File: config.mk
export PLATFORM = sky130hd
export DESIGN_NAME = sar_channel_ctrl
export DESIGN_NICKNAME = d
export VERILOG_FILES = /design/src/rtl/sar_channel_ctrl_pkg.sv /design/src/rtl/sar_channel_ctrl.sv
export SDC_FILE = /design/constraint.sdc
export NUM_CORES = 1
export LEC_CHECK = 0
export CORE_ASPECT_RATIO = 1.4
export CORE_UTILIZATION = 55
export CTS_BUF_LIST = sky130_fd_sc_hd__clkbuf_4 sky130_fd_sc_hd__clkbuf_8
export DETAILED_ROUTE_END_ITERATION = 10
export HOLD_SLACK_MARGIN = 0.15
export PLACE_DENSITY = 0.93
export RECOVER_POWER = 50
export SLEW_MARGIN = 20
export SYNTH_ARGS = -nofsm -noshare
export SYNTH_HDL_FRONTEND = slang
export SYNTH_SLANG_ARGS = --single-unit
File: constraint.sdc
create_clock -name clk4x -period 4.45 [get_ports clk4x]
set_input_delay 1.1125 -clock clk4x [delete_from_list [all_inputs] [get_ports clk4x]]
set_output_delay 1.1125 -clock clk4x [all_outputs]
set_load 0.03 [all_outputs]
File: src/rtl/sar_channel_ctrl_pkg.sv
// Shared definitions for the per-channel SAR conversion controller.
//
// Contents:
//   state_e          : controller states (IDLE, SAMPLE, SET, CHECK, DONE)
//   *_DEF            : default field widths of the packed event word
//   event_w()        : total packed event width for a given field set
//   code_lsb()/ts_lsb()/ch_lsb() : bit offsets of the event fields
//
// Event word layout, MSB to LSB: {channel id, time stamp, ADC code}.
package sar_channel_ctrl_pkg;

  typedef enum logic [2:0] {
    ST_IDLE,
    ST_SAMPLE,
    ST_SET,
    ST_CHECK,
    ST_DONE
  } state_e;

  localparam int ADCBITS_DEF      = 6;
  localparam int TIME_STAMP_W_DEF = 24;
  localparam int CHANNEL_ID_W_DEF = 7;
  localparam int EVENT_W_DEF      = CHANNEL_ID_W_DEF + TIME_STAMP_W_DEF + ADCBITS_DEF;

  function automatic int event_w(input int ch_w, input int ts_w, input int adc_w);
    return ch_w + ts_w + adc_w;
  endfunction

  function automatic int code_lsb();
    return 0;
  endfunction

  function automatic int ts_lsb(input int adc_w);
    return adc_w;
  endfunction

  function automatic int ch_lsb(input int ts_w, input int adc_w);
    return ts_w + adc_w;
  endfunction

endpackage

File: src/rtl/sar_channel_ctrl.sv
// Per-channel SAR conversion controller.
//
// On a rising hit edge while armed, latches the time stamp, holds the
// sample switch closed for SAMPLE_CYCLES clocks, then runs an MSB-first
// binary search driving dac_word/strobe and reading comp. The finished
// event {CHANNEL_ID, time stamp, code} is offered with valid/ready.
//
// Ports:
//   clk4x        : sole clock
//   reset        : synchronous, active-high reset
//   arm          : channel enable, only consulted in IDLE
//   hit          : discriminator level, rising edge triggers
//   timestamp    : free-running chip time stamp
//   comp         : comparator result, 1 means vin >= DAC
//   sample       : sample switch control
//   strobe       : comparator strobe, one cycle per trial
//   dac_word     : trial DAC code (final code while an event is held)
//   busy         : high whenever not in IDLE
//   hit_dropped  : one-cycle pulse when a rising hit edge is ignored
//   event_valid  : event available
//   event_ready  : arbiter accepts event
//   event_data   : {CHANNEL_ID, ts, code}, MSB to LSB
//
// All outputs come straight from registers.
module sar_channel_ctrl
  import sar_channel_ctrl_pkg::*;
#(
  parameter int ADCBITS       = ADCBITS_DEF,
  parameter int TIME_STAMP_W  = TIME_STAMP_W_DEF,
  parameter int CHANNEL_ID_W  = CHANNEL_ID_W_DEF,
  parameter int CHANNEL_ID    = 0,
  parameter int SAMPLE_CYCLES = 2
) (
  input  logic                                         clk4x,
  input  logic                                         reset,
  input  logic                                         arm,
  input  logic                                         hit,
  input  logic [TIME_STAMP_W-1:0]                      timestamp,
  input  logic                                         comp,
  output logic                                         sample,
  output logic                                         strobe,
  output logic [ADCBITS-1:0]                           dac_word,
  output logic                                         busy,
  output logic                                         hit_dropped,
  output logic                                         event_valid,
  input  logic                                         event_ready,
  output logic [CHANNEL_ID_W+TIME_STAMP_W+ADCBITS-1:0] event_data
);

  localparam int EVENT_W = event_w(CHANNEL_ID_W, TIME_STAMP_W, ADCBITS);
  localparam int KW      = (ADCBITS > 1) ? $clog2(ADCBITS) : 1;
  localparam int SW      = $clog2(SAMPLE_CYCLES + 1);

  state_e                    state_q, state_d;
  logic                      hit_q;
  logic                      sample_q, sample_d;
  logic                      strobe_q, strobe_d;
  logic [ADCBITS-1:0]        dac_q, dac_d;
  logic                      busy_q, busy_d;
  logic                      drop_q, drop_d;
  logic                      valid_q, valid_d;
  logic [EVENT_W-1:0]        data_q, data_d;
  logic [TIME_STAMP_W-1:0]   ts_q, ts_d;
  logic [ADCBITS-1:0]        result_q, result_d;
  logic [KW-1:0]             k_q, k_d;
  logic [SW-1:0]             scnt_q, scnt_d;

  logic                      trig;
  logic [ADCBITS-1:0]        final_code;

  assign trig = hit & ~hit_q;

  // On the last CHECK, bit 0 of result_q is still clear, so OR-ing in comp
  // yields the completed code one cycle before result_q holds it.
  assign final_code = result_q | ADCBITS'(comp);

  always_comb begin
    state_d  = state_q;
    sample_d = sample_q;
    strobe_d = 1'b0;
    dac_d    = dac_q;
    valid_d  = valid_q;
    data_d   = data_q;
    ts_d     = ts_q;
    result_d = result_q;
    k_d      = k_q;
    scnt_d   = scnt_q;
    drop_d   = trig && (state_q != ST_IDLE);

    case (state_q)
      ST_IDLE: begin
        if (trig && arm) begin
          ts_d     = timestamp;
          sample_d = 1'b1;
          result_d = '0;
          scnt_d   = SW'(SAMPLE_CYCLES - 1);
          state_d  = ST_SAMPLE;
        end
      end

      ST_SAMPLE: begin
        if (scnt_q == '0) begin
          sample_d = 1'b0;
          k_d      = KW'(ADCBITS - 1);
          state_d  = ST_SET;
        end else begin
          scnt_d = scnt_q - SW'(1);
        end
      end

      ST_SET: begin
        dac_d    = result_q | (ADCBITS'(1) << k_q);
        strobe_d = 1'b1;
        state_d  = ST_CHECK;
      end

      ST_CHECK: begin
        result_d[k_q] = comp;
        if (k_q == '0) begin
          data_d  = {CHANNEL_ID_W'(CHANNEL_ID), ts_q, final_code};
          dac_d   = final_code;
          state_d = ST_DONE;
        end else begin
          k_d     = k_q - KW'(1);
          state_d = ST_SET;
        end
      end

      ST_DONE: begin
        // First DONE cycle raises valid; the handshake is judged on valid_q.
        if (!valid_q) begin
          valid_d = 1'b1;
        end else if (event_ready) begin
          valid_d = 1'b0;
          state_d = ST_IDLE;
        end
      end

      default: state_d = ST_IDLE;
    endcase

    busy_d = (state_d != ST_IDLE);
  end

  always_ff @(posedge clk4x) begin
    if (reset) begin
      state_q  <= ST_IDLE;
      hit_q    <= 1'b0;
      sample_q <= 1'b0;
      strobe_q <= 1'b0;
      dac_q    <= '0;
      busy_q   <= 1'b0;
      drop_q   <= 1'b0;
      valid_q  <= 1'b0;
      data_q   <= '0;
      ts_q     <= '0;
      result_q <= '0;
      k_q      <= '0;
      scnt_q   <= '0;
    end else begin
      state_q  <= state_d;
      hit_q    <= hit;
      sample_q <= sample_d;
      strobe_q <= strobe_d;
      dac_q    <= dac_d;
      busy_q   <= busy_d;
      drop_q   <= drop_d;
      valid_q  <= valid_d;
      data_q   <= data_d;
      ts_q     <= ts_d;
      result_q <= result_d;
      k_q      <= k_d;
      scnt_q   <= scnt_d;
    end
  end

  assign sample      = sample_q;
  assign strobe      = strobe_q;
  assign dac_word    = dac_q;
  assign busy        = busy_q;
  assign hit_dropped = drop_q;
  assign event_valid = valid_q;
  assign event_data  = data_q;

endmodule

# --- Word-level counts from Yosys, hierarchy flattened ---
# Cells that the tools add are included.
totals:
  regBits: 80
  latch_bits: 0
  ramBits: 0
  rom_bits: 0
  inputBits: 30
  out_inout_bits: 48
  wordCells: 75
  n_memories: 0
op_classes:
  add_sub_neg: 2
  mul: 0
  div_mod_pow: 0
  n_lt_le_gt_ge: 2
  n_eq_ne: 9
  shifts: 1
  n_mux: 25
  bitwise_logic: 4
  n_reduce_logical: 19
ops:
  columns: ["op", "count"]
  rows:
  - ["6-bit one-hot mux with 2 select lines", 2]
  - ["3-bit 2-to-1 mux", 7]
  - ["3-bit one-hot mux with 5 select lines", 1]
  - ["6-bit 2-to-1 mux", 2]
  - ["2-bit inequality test, second input constant", 5]
  - ["3-bit AND reduction", 3]
  - ["2-bit AND reduction", 4]
  - ["2-bit nonzero test", 4]
  - ["6-bit bitwise mux", 1]
  - ["3-bit by 2-bit == test with 1-bit output, second input constant", 2]
  - ["3-bit zero test", 2]
  - ["1-bit 2-to-1 mux", 6]
  - ["6-bit by 1-bit bitwise OR with 6-bit output", 1]
  - ["6-bit bitwise OR", 1]
  - ["3-bit one-hot mux with 2 select lines", 1]
  - ["3-bit nonzero test", 2]
  - ["1-bit by 3-bit left shift with 6-bit output, first input constant", 1]
  - ["3-bit by 4-bit < comparator with 1-bit output, second input constant", 1]
  - ["2-bit 2-to-1 mux", 2]
  - ["2-bit one-hot mux with 2 select lines", 1]
  - ["1-bit demux with 3-bit select", 1]
  - ["3-bit by 1-bit == test with 1-bit output, second input constant", 1]
  - ["3-bit == test, second input constant", 1]
  - ["3-bit by 1-bit >= comparator with 1-bit output, second input constant", 1]
  - ["other kinds (7)", 9]

# --- Logic depth before layout (Yosys ltp) ---
# Gate-level depths: netlist (run 1).
depth:
  depth_word: 6
  depth_mapped: 8
  ltp_nobuf: 5

# --- Worst setup path before layout (run 1) ---
# Ideal clock, no wire load.
synth_path:
  kind: "input to register"
  start: "input reset"
  end: "register busy_q, in the netlist busy"
  arrival_time_ns: 1.885
  t_required_ns: 4.318
  setup_slack_ns: 2.433
  stages: 4
  n_path_buf: 3
  path_cell_list: "buf_2 > buf_1 > clkbuf_1 > a21oi_1"
synth_rtl:
  columns: ["element", "line_no", "text"]
  rows:
  - ["from (decl)", "sar_channel_ctrl.sv:35", "input logic reset,"]
  - ["to (signal assigned)", "sar_channel_ctrl.sv:166", "busy_q <= busy_d;"]
  - ["to (decl)", "sar_channel_ctrl.sv:59", "logic busy_q, busy_d;"]
# No word-level cell between the ends.

# --- Worst setup path after layout (run 1) ---
layout_path:
  start: "input reset"
  end: "register result_q[0]"
layout_rtl:
  columns: ["element", "line_no", "text"]
  rows:
  - ["to (signal assigned)", "sar_channel_ctrl.sv:171", "result_q <= result_d;"]
  - ["to (decl)", "sar_channel_ctrl.sv:64", "logic [ADCBITS-1:0] result_q, result_d;"]
# No word-level cell between the ends.

==> results of run 1 <==
[routing by layer]
| metal | track usage | part of all wire | wire, µm |
|---|---|---|---|
| met1 | 0.297 | 0.38 | 3380 |
| met2 | 0.454 | 0.51 | 4480 |
| met3 | 0.0643 | 0.064 | 562 |
| met4 | 0.165 | 0.043 | 374 |
| met5 | 0 | 0 | 0 |
[tightest hold or removal path, stage by stage (launching register included)]
cell                      delay, ns
sky130_fd_sc_hd__dfxtp_1       0.31
sky130_fd_sc_hd__nand3_1       0.06
sky130_fd_sc_hd__a21oi_1       0.05
[placed cells by master, fill, tap and decap left out, drive strengths merged, types with 7 or more instances in the layout]
master / netlist / final
nand3: 61 / 61
clkbuf: 22 / 12
a21oi: 60 / 60
a211oi: 9 / 9
dlygate4sd3: 0 / 11
dfxtp: 80 / 80
nor2: 9 / 9
o21ai: 57 / 57
clkdlybuf4s50: 0 / 58
conb: 1 / 7
inv: 15 / 15
[stage by stage]
step	worst slack, ns	cell area, µm²	total power, mW	utilization	std cells
detailed placement	1.27	4060	1.17	0.658	510
global route	1.33	4260	1.77	0.691	525
finish	1.49	4260	1.70	0.691	525
global placement	1.36	4060	1.16	0.658	510
CTS	1.47	4250	1.70	0.690	524
floorplan	2.43	3530	1.10	-	416
[cell families after synthesis]
kind of cell	synth area share
and+or+nand+nor	0.175
buffers and inverters	0.0998
adders and majority gates	0.0214
DFF	0.456
AOI/OAI and AO/OA	0.247
other	0.00107
[flip-flops by register name, summed over array words and instances, names as in the netlist]
register / flops
busy: 1
dac_word: 6
event_data: 30
event_valid: 1
hit_dropped: 1
hit_q: 1
k_q: 3
result_q: 6
sample: 1
scnt_q: 2
state_q: 3
strobe: 1
ts_q: 24
[final cells by class]
class,count,share of cell area
clock buffer,11,0.0355
clock inverter,3,0.00998
inverter,15,0.0132
multi-input combinational,269,0.371
sequential,80,0.376
tap,72,0.0211
timing repair buffer,75,0.173
[where the power goes]
| part | internal [mW] | switching, mW | leakage (nW) |
|---|---|---|---|
| registers | 0.754 | 0.0442 | 0.648 |
| logic | 0.116 | 0.250 | 0.684 |
| clock network | 0.282 | 0.251 | 0.0973 |
[worst min-delay path by stage]
stage,startpoint,end,slack [ns],cells past startpoint
3_5_place_dp,ts_q[1],event_data[7],0.45,2
3_3_place_gp,hit_q,hit_dropped,0.42,1
5_1_grt,dac_word[5],dac_word[5],0.49,2
4_1_cts,ts_q[1],event_data[7],0.46,2
2_1_floorplan,hit_q,hit_dropped,0.41,1
6_report,ts_q[1],event_data[7],0.46,2
==> Flow_metrics.wiki, run 1 <==
{| class="wikitable"
! Metric !! Value
|-
| Run status || finished with violations
|-
| Violated checks || max-capacitance violations, max-slew violations
|-
| Data required time at the worst endpoint || around 4.7 ns
|-
| Dominant register cell in the synthesized netlist || sky130_fd_sc_hd__dfxtp_1
|-
| Fraction of layout instances using a drive strength above 1 || 0.0552
|-
| Clock sink total || 80
|-
| Capture point of the worst path || result_q[0]
|-
| Number of synthesized flops with an enable pin || 0
|-
| Transition at the pin with the smallest max-transition slack || ~2 ns
|-
| Clock tree from TritonCTS || built
|-
| Clock-pin slew of the registers on the worst-case setup and hold paths || around 0.080 ns
|-
| Summed instance area of the synthesized netlist || 3510 µm²
|-
| Max Clock Skew || just over 0.008 ns
|-
| Source-to-sink clock delay at the later pin of the worst-skew pair || 0.36 ns
|-
| Min-Delay Path Class || reg2reg
|-
| WP buf/inv || 2
|-
| Average wire per standard cell || 16.8 µm
|-
| Port Buf Inserts || 70
|-
| Count of yosys warnings during synthesis || 0
|-
| Hold Buf Count CTS || 0
|-
| Number of gates given a new drive strength after cts || 0
|-
| Max-capacitance violation count || 1
|-
| Number of buffers on the longest clock path || 2
|-
| Flop-to-flop setup slack || 2.17 ns
|-
| Pleak || 1.43 nW
|-
| FF-to-FF Start || state_q[0]
|-
| Routed via count divided by cell count || between 6 and 7
|-
| Start point of the critical path || reset
|-
| Placeable core region || a little over 6000 µm²
|-
| Maximum net fanout on the critical path || 49
|-
| Initial detailed-routing violation count || 313
|-
| Synth cell count leaders || sky130_fd_sc_hd__dfxtp_1, sky130_fd_sc_hd__nand3_1, sky130_fd_sc_hd__a21oi_1, sky130_fd_sc_hd__o21ai_0, sky130_fd_sc_hd__clkbuf_1
|-
| Std-Cell Rows || 34
|-
| Share of synthesized area occupied by flip-flops and latches || 0.456
|-
| Sum Neg Setup Slack || 0 ns
|-
| Achievable Freq || 0.338 GHz
|-
| DR pass1 iterations || 5
|-
| Antenna violations before repair || 0
|-
| Total DRC errors in the routed layout || 0
|-
| Synthesized instance count || 410
|-
| Worst reg2reg path depth || 4
|-
| HPWL after detailed placement || 5520 µm
|-
| Layout area overhead || 21.4%
|-
| Effective utilization at floorplan || 0.569
|-
| Hold Slack || 0.462 ns
|-
| Async set-or-reset flop fraction in the synthesized netlist || 0
|-
| Sequential standard cell area || 1600 µm²
|-
| Floorplan die area || 6710 µm²
|-
| Worst path cell trace || clkbuf_1 > buf_4 > a211oi_1
|-
| Top cell type by total area after synthesis || sky130_fd_sc_hd__dfxtp_1
|-
| Max-slew violation count || 50
|-
| Worst-path cell with the longest stage delay || sky130_fd_sc_hd__clkbuf_1
|-
| I/O Pins || just under 80
|-
| Delay contributed by the slowest stage of the critical path || roughly 1.4 ns
|-
| Via count of the first global-routing pass || 3,053
|-
| RR Endpoint || result_q[0]
|-
| Final-report setup violation count || 0
|-
| Crit. End Element || flip-flop
|-
| NumNets Final || 486
|-
| Global-route usage over all layers || 0.264
|-
| Max_slew headroom || -0.332
|-
| Number of distinct standard cells referenced by the synthesized netlist || 51
|-
| Num CTS Buffers || 9
|-
| Most frequent cell after synthesis || sky130_fd_sc_hd__dfxtp_1
|-
| Horiz. Die Dim || 69.5 µm
|-
| Syn avg cell area || 8.56 µm²
|-
| Number of buffers added for setup after CTS || 0
|-
| Type of the worst setup path || in2reg
|-
| Synth top area share || 0.456
|-
| Height of the die || 96.5 µm
|-
| Ratio of total power to cell area || 398 nW/µm²
|-
| Critical path arrival || 3.19 ns
|-
| Remaining global-route overflow || 0
|-
| Final hold vios || 0
|-
| Final Critical Period || 2.96 ns
|-
| Post-DRT Antenna Nets || 0
|-
| Antenna Diode Count || 0
|-
| Number of synthesized register bits || 80
|-
| RSZ-0062 raised after global routing || false
|-
| Number of inserted filler cells in the final layout || 436
|-
| Share of the clock period used by the worst path || 0.665
|-
| Global placement routability congestion || 0.850
|-
| Largest cells by area after synthesis || sky130_fd_sc_hd__dfxtp_1, sky130_fd_sc_hd__nand3_1, sky130_fd_sc_hd__a21oi_1, sky130_fd_sc_hd__o21ai_0, sky130_fd_sc_hd__o21ai_1
|-
| Critical Path Stages || 3
|-
| First-pass GRT wire length || about 14,000 µm
|-
| Routed Wire Length || between 8000 and 9000 µm
|-
| Multi-input combinational cell area || 1580 µm²
|-
| Crit path max-delay family || buffers and inverters
|-
| Detailed-route via count || 3,331
|-
| Number of H-tree levels || 3
|-
| Maximum number of pins on one net before global-route repair || 50
|-
| Peak supply drop || ~0.00026 V
|-
| Cell at the root of the clock tree || sky130_fd_sc_hd__clkbuf_8
|-
| Startpoint type of the worst setup path || input pin
|}
(Power assumes the default switching activity.)
==> run 2, diff against run 1 <==
--- a/config.mk
+++ b/config.mk
@@ -6,11 +6,11 @@
 export NUM_CORES = 1
 export LEC_CHECK = 0
 export CORE_ASPECT_RATIO = 1.4
-export CORE_UTILIZATION = 55
+export CORE_UTILIZATION = 47
 export CTS_BUF_LIST = sky130_fd_sc_hd__clkbuf_4 sky130_fd_sc_hd__clkbuf_8
 export DETAILED_ROUTE_END_ITERATION = 10
 export HOLD_SLACK_MARGIN = 0.15
-export PLACE_DENSITY = 0.93
+export PLACE_DENSITY = 0.85
 export RECOVER_POWER = 50
 export SLEW_MARGIN = 20
 export SYNTH_ARGS = -nofsm -noshare
==> constraint.sdc (replaced) <==
create_clock -name clk4x -period 2.6 [get_ports clk4x]
set_input_delay 0.65 -clock clk4x [delete_from_list [all_inputs] [get_ports clk4x]]
set_output_delay 0.65 -clock clk4x [all_outputs]
set_load 0.03 [all_outputs]
==> Flow_metrics.wiki, run 2 (synthesized netlist as in run 1, its figures left out) <==
{| class="wikitable"
! Metric !! Value
|-
| Run status || completed
|-
| Number of buffers on the longest clock path || 2
|-
| Part of the power in combinational logic || 0.224
|-
| Effective utilization at floorplan || 0.496
|-
| Switching power share of the total || 0.317
|-
| Ratio of total power to cell area || just under 700 nW/µm²
|-
| RR Endpoint || event_data[29]
|-
| Final hold vios || 0
|-
| Port Buf Inserts || 70
|-
| NumNets Final || 496
|-
| Commonest cells after routing, fill and taps aside || sky130_fd_sc_hd__dfxtp_1, sky130_fd_sc_hd__nand3_1, sky130_fd_sc_hd__a21oi_1
|-
| Final Critical Period || 2.18 ns
|-
| Initial detailed-routing violation count || 285
|-
| Number of inserted filler cells in the final layout || 614
|-
| Transition at the pin with the smallest max-transition slack || ~0.85 ns
|-
| Delay contributed by the slowest stage of the critical path || 0.69 ns
|-
| Max Clock Skew || 0.0124 ns
|-
| Antenna Diode Count || 0
|-
| RSZ-0062 raised after global routing || false
|-
| Hold Buf Count CTS || 0
|-
| Pleak || 1.49 nW
|-
| WP buf/inv || 1
|-
| Clock tree from TritonCTS || built
|-
| Hold path start || hit_q
|-
| Critical path arrival || 2.47 ns
|-
| Final-report setup violation count || 0
|-
| Crit path max-delay family || flip-flops
|-
| Layout area overhead || 24.7%
|-
| DR pass1 iterations || 5
|-
| PnR Total Power || 3.03 mW
|-
| Placeable core region || roughly 7100 µm²
|-
| Hold Slack || between 0.4 and 0.5 ns
|-
| Sequential Power Share || 0.446
|-
| Data required time at the worst endpoint || 2.89 ns
|-
| Routed Wire Length || 8900 µm
|-
| Most frequent standard cell in the layout excluding fill and tap cells || sky130_fd_sc_hd__dfxtp_1
|-
| Height of the die || 104 µm
|-
| Minimum setup slack in the final design || 0.420 ns
|-
| Worst hold path endpoint || hit_dropped
|-
| Global placement routability congestion || around 0.84
|-
| Startpoint type of the worst setup path || flip-flop
|-
| Remaining global-route overflow || 0
|-
| Total net switching power || between 0.9 and 1 mW
|-
| Setup slack at placement || 0.404 ns
|-
| Max-slew violation count || 0
|-
| Maximum number of pins on one net before global-route repair || 43
|-
| Share of total power in the clock network || 0.330
|-
| Internal portion of total power || 2.07 mW
|-
| Cell at the root of the clock tree || sky130_fd_sc_hd__clkbuf_8
|-
| Final standard cell count with taps included and fillers excluded || 560
|-
| Floorplan die area || 7820 µm²
|-
| Max-capacitance violation count || 0
|-
| Flop-to-flop setup slack || 0.42 ns
|-
| Number of H-tree levels || 3
|-
| Antenna violations before repair || 0
|-
| Num CTS Buffers || 9
|-
| Average wire per standard cell || 15.9 µm
|-
| Number of buffers added for setup after CTS || 0
|-
| Worst reg2reg path depth || 4
|-
| Routed via count divided by cell count || a little under 6
|-
| Peak supply drop || 0.000470 V
|-
| Max FFs per register || 30
|-
| Horiz. Die Dim || 75.0 µm
|-
| Worst path cell trace || nand3b_1 > clkbuf_1 > o21ai_0 > a21oi_1
|-
| Min-Delay Path Class || reg2reg
|-
| Source-to-sink clock delay at the later pin of the worst-skew pair || about 0.35 ns
|-
| Clock-pin slew of the registers on the worst-case setup and hold paths || 0.09 ns
|-
| Maximum net fanout on the critical path || 15
|-
| Share of the clock period used by the worst path || 0.838
|-
| Achievable Freq || 0.459 GHz
|-
| FF-to-FF Start || state_q[2]
|-
| First-pass GRT wire length || 14,300 µm
|-
| Std-Cell Rows || 36
|-
| Number of gates given a new drive strength after cts || 0
|-
| Worst-path cell with the longest stage delay || sky130_fd_sc_hd__dfxtp_1
|-
| I/O Pins || 78
|-
| Clock sink total || 80
|-
| Number of placed instances, taps included || 544
|-
| Crit. End Element || flip-flop
|-
| Fraction of layout instances using a drive strength above 1 || 0.0753
|-
| Sum Neg Setup Slack || 0 ns
|-
| Post-DRT Antenna Nets || 0
|-
| HPWL after detailed placement || between 5000 and 6000 µm
|-
| Total DRC errors in the routed layout || 0
|-
| Max_slew headroom || 0.435
|-
| Type of the worst setup path || reg2reg
|-
| Via count of the first global-routing pass || 3,051
|-
| Start point of the critical path || state_q[2]
|-
| Worst hold path depth || 1
|-
| Global-route usage over all layers || 0.237
|-
| Detailed-route via count || 3,251
|}
==> run 2: worst max path at each step <==
stage	end	cells past startpoint
floorplan	k_q[1]	7
global placement	ts_q[1]	5
detailed placement	ts_q[0]	5
CTS	event_valid	1
global route	event_data[20]	4
finish	event_data[29]	4
==> run 2: power groups by stage <==
stage                     logic, mW  registers (mW)  clock network [mW]
after global placement        0.659            1.38                   0
after floorplan               0.481            1.40                   0
after CTS                     0.680            1.35                1.01
final                         0.679            1.35               0.999
after detailed placement      0.674            1.38                   0
after global routing          0.734            1.36                1.06
==> run 2: per-layer routing <==
| layer | share of wire | GRT usage | vias to the layer above |
|---|---|---|---|
| met5 | 0 | 0 | - |
| met1 | 0.41 | 0.285 | 1539 |
| met4 | 0.033 | 0.133 | 0 |
| li1 | - | - | 1571 |
| met2 | 0.51 | 0.393 | 121 |
| met3 | 0.048 | 0.0310 | 20 |
==> run 2: layout make-up <==
cell class	count	area [µm²]	area share
clock buffer	13	179	0.0409
clock inverter	3	46.3	0.0106
inverter	15	56.3	0.0129
multi-input combinational	269	1580	0.362
sequential	80	1600	0.366
tap	95	119	0.0272
timing repair buffer	85	792	0.181
==> run 2: metrics by stage <==
stage	util	instance area, µm²
detailed placement	0.590	4170
floorplan	-	3530
global placement	0.590	4170
finish	0.619	4380
CTS	0.621	4390
global route	0.619	4380
==> run 3, diff against run 2 <==
--- a/config.mk
+++ b/config.mk
@@ -6,11 +6,11 @@
 export NUM_CORES = 1
 export LEC_CHECK = 0
 export CORE_ASPECT_RATIO = 1.4
-export CORE_UTILIZATION = 47
+export CORE_UTILIZATION = 52
 export CTS_BUF_LIST = sky130_fd_sc_hd__clkbuf_4 sky130_fd_sc_hd__clkbuf_8
 export DETAILED_ROUTE_END_ITERATION = 10
 export HOLD_SLACK_MARGIN = 0.15
-export PLACE_DENSITY = 0.85
+export PLACE_DENSITY = 0.89
 export RECOVER_POWER = 50
 export SLEW_MARGIN = 20
 export SYNTH_ARGS = -nofsm -noshare
==> constraint.sdc (replaced) <==
create_clock -name clk4x -period 2.2 [get_ports clk4x]
set_input_delay 0.55 -clock clk4x [delete_from_list [all_inputs] [get_ports clk4x]]
set_output_delay 0.55 -clock clk4x [all_outputs]
set_load 0.03 [all_outputs]
==> Flow_metrics.wiki, run 3 (synthesized netlist as in run 1, its figures left out) <==
{| class="wikitable"
! Metric !! Value
|-
| Run status || completed
|-
| Post-DRT Antenna Nets || 0
|-
| Effective utilization at floorplan || 0.534
|-
| Data required time at the worst endpoint || 2.46 ns
|-
| Antenna violations before repair || 0
|-
| Detailed-route via count || about 3.4k
|-
| Max-slew violation count || 0
|-
| Port Buf Inserts || 70
|-
| Pleak || 1.56 nW
|-
| Min-Delay Path Class || reg2reg
|-
| Most frequent standard cell in the layout excluding fill and tap cells || sky130_fd_sc_hd__dfxtp_1
|-
| Max-capacitance violation count || 0
|-
| Hold Buf Count CTS || 0
|-
| Transition at the pin with the smallest max-transition slack || ~1.5 ns
|-
| Share of the clock period used by the worst path || 0.924
|-
| Sum Neg Setup Slack || 0 ns
|-
| Initial detailed-routing violation count || 304
|-
| Max FFs per register || 30
|-
| Critical path arrival || 2.29 ns
|-
| HPWL after detailed placement || 5930 µm
|-
| Fraction of layout instances using a drive strength above 1 || 0.0872
|-
| RSZ-0062 raised after global routing || false
|-
| Remaining global-route overflow || 0
|-
| I/O Pins || 78
|-
| Maximum net fanout on the critical path || 18
|-
| NumNets Final || 501
|-
| Global placement routability congestion || 0.855
|-
| Ratio of total power to cell area || ~800 nW/µm²
|-
| Max_slew headroom || 0.0119
|-
| Peak supply drop || between 0.0004 and 0.0005 V
|-
| Clock sink total || 80
|-
| Number of buffers added for setup after CTS || 0
|-
| Max Clock Skew || about 0.008 ns
|-
| Final hold vios || 0
|-
| Number of H-tree levels || 3
|-
| Startpoint type of the worst setup path || flip-flop
|-
| First-pass GRT wire length || 14,600 µm
|-
| Commonest cells after routing, fill and taps aside || sky130_fd_sc_hd__dfxtp_1, sky130_fd_sc_hd__nand3_1, sky130_fd_sc_hd__a21oi_1
|-
| Hold Slack || 0.455 ns
|-
| Std-Cell Rows || 35
|-
| Number of buffers on the longest clock path || 2
|-
| Type of the worst setup path || reg2reg
|-
| M2 GR Usage || 0.437
|-
| Via count of the first global-routing pass || 3,118
|-
| Average wire per standard cell || 16.5 µm
|-
| Final Critical Period || 2.03 ns
|-
| Grt met1 use || 0.313
|-
| Horiz. Die Dim || 71.4 µm
|-
| Height of the die || 99.2 µm
|-
| Num CTS Buffers || 9
|-
| Clock-pin slew of the registers on the worst-case setup and hold paths || 0.08 ns
|-
| Layout area overhead || 25.4%
|-
| Source-to-sink clock delay at the later pin of the worst-skew pair || ~0.35 ns
|-
| Floorplan die area || 7090 µm²
|-
| Global-route usage over all layers || 0.262
|-
| Met3 routing resource usage after global routing || 0.0608
|-
| Number of gates given a new drive strength after cts || 0
|-
| DR pass1 iterations || 6
|-
| Crit. End Element || flip-flop
|-
| Busiest layer in global routing || met2
|-
| Antenna Diode Count || 0
|-
| Placeable core region || 6570 µm²
|-
| Clock tree from TritonCTS || built
|-
| Routed via count divided by cell count || approximately 6.2
|-
| Cell at the root of the clock tree || sky130_fd_sc_hd__clkbuf_8
|-
| Maximum number of pins on one net before global-route repair || 37
|-
| PnR Total Power || 3.60 mW
|-
| Routed Wire Length || approximately 9000 µm
|-
| Final-report setup violation count || 0
|-
| Total DRC errors in the routed layout || 0
|-
| Achievable Freq || 0.492 GHz
|}
-- run 3: cell types whose count changed in the layout (fill, tap and decap cells not counted), sizes merged --
cell / previous run / this run
bufinv: 1 / 2
dlygate4sd3: 13 / 22
clkbuf: 18 / 14
buf: 11 / 18
clkinv: 0 / 2
clkdlybuf4s50: 56 / 47
inv: 16 / 15
-- run 3: path summary, 6_finish.rpt --
check | endpoint | start | slack [ns] | cells after the start
max | event_data[8] | k_q[1] | 0.17 | 6
min | hit_dropped | hit_q | 0.46 | 1
max reg2reg | event_data[8] | k_q[1] | 0.17 | 6
min reg2reg | hit_dropped | hit_q | 0.46 | 1
-- run 3: metrics by stage --
step	area, µm²	util	worst slack (ns)	instances
after global placement	4190	0.638	0.279	528
after detailed placement	4190	0.638	0.195	528
after CTS	4410	0.672	0.225	544
after global routing	4400	0.670	0.0514	544
final	4400	0.670	0.167	544
after floorplan	3530	-	0.596	416
-- run 3: power breakdown --
group,switching [mW],internal (mW),total (mW)
logic,0.552,0.278,0.830
registers,0.0562,1.52,1.58
clock network,0.527,0.665,1.19
-- run 3: layout make-up --
type                            instances  area [µm²]
Clock buffer                           11         139
Clock inverter                          5        81.3
Fill cell                             531        2160
Inverter                               15        56.3
Multi-Input combinational cell        269        1580
Sequential cell                        80        1600
Tap cell                               74        92.6
Timing Repair Buffer                   90         852
-- run 3: layer usage --
layer  vias to the layer above  part of all wire
li1                       1583                 -
met1                      1611              0.38
met2                       172              0.53
met3                        22             0.061
met4                         0             0.028
met5                         -                 0
-- run 3: critical path, stage by stage (launching register included) --
cell and delay (ns):
sky130_fd_sc_hd__dfxtp_1 0.44, sky130_fd_sc_hd__inv_1 0.19, sky130_fd_sc_hd__ha_1 0.27, sky130_fd_sc_hd__nor2b_1 0.31, sky130_fd_sc_hd__clkbuf_2 0.42, sky130_fd_sc_hd__nand3_1 0.16, sky130_fd_sc_hd__a21oi_1 0.15
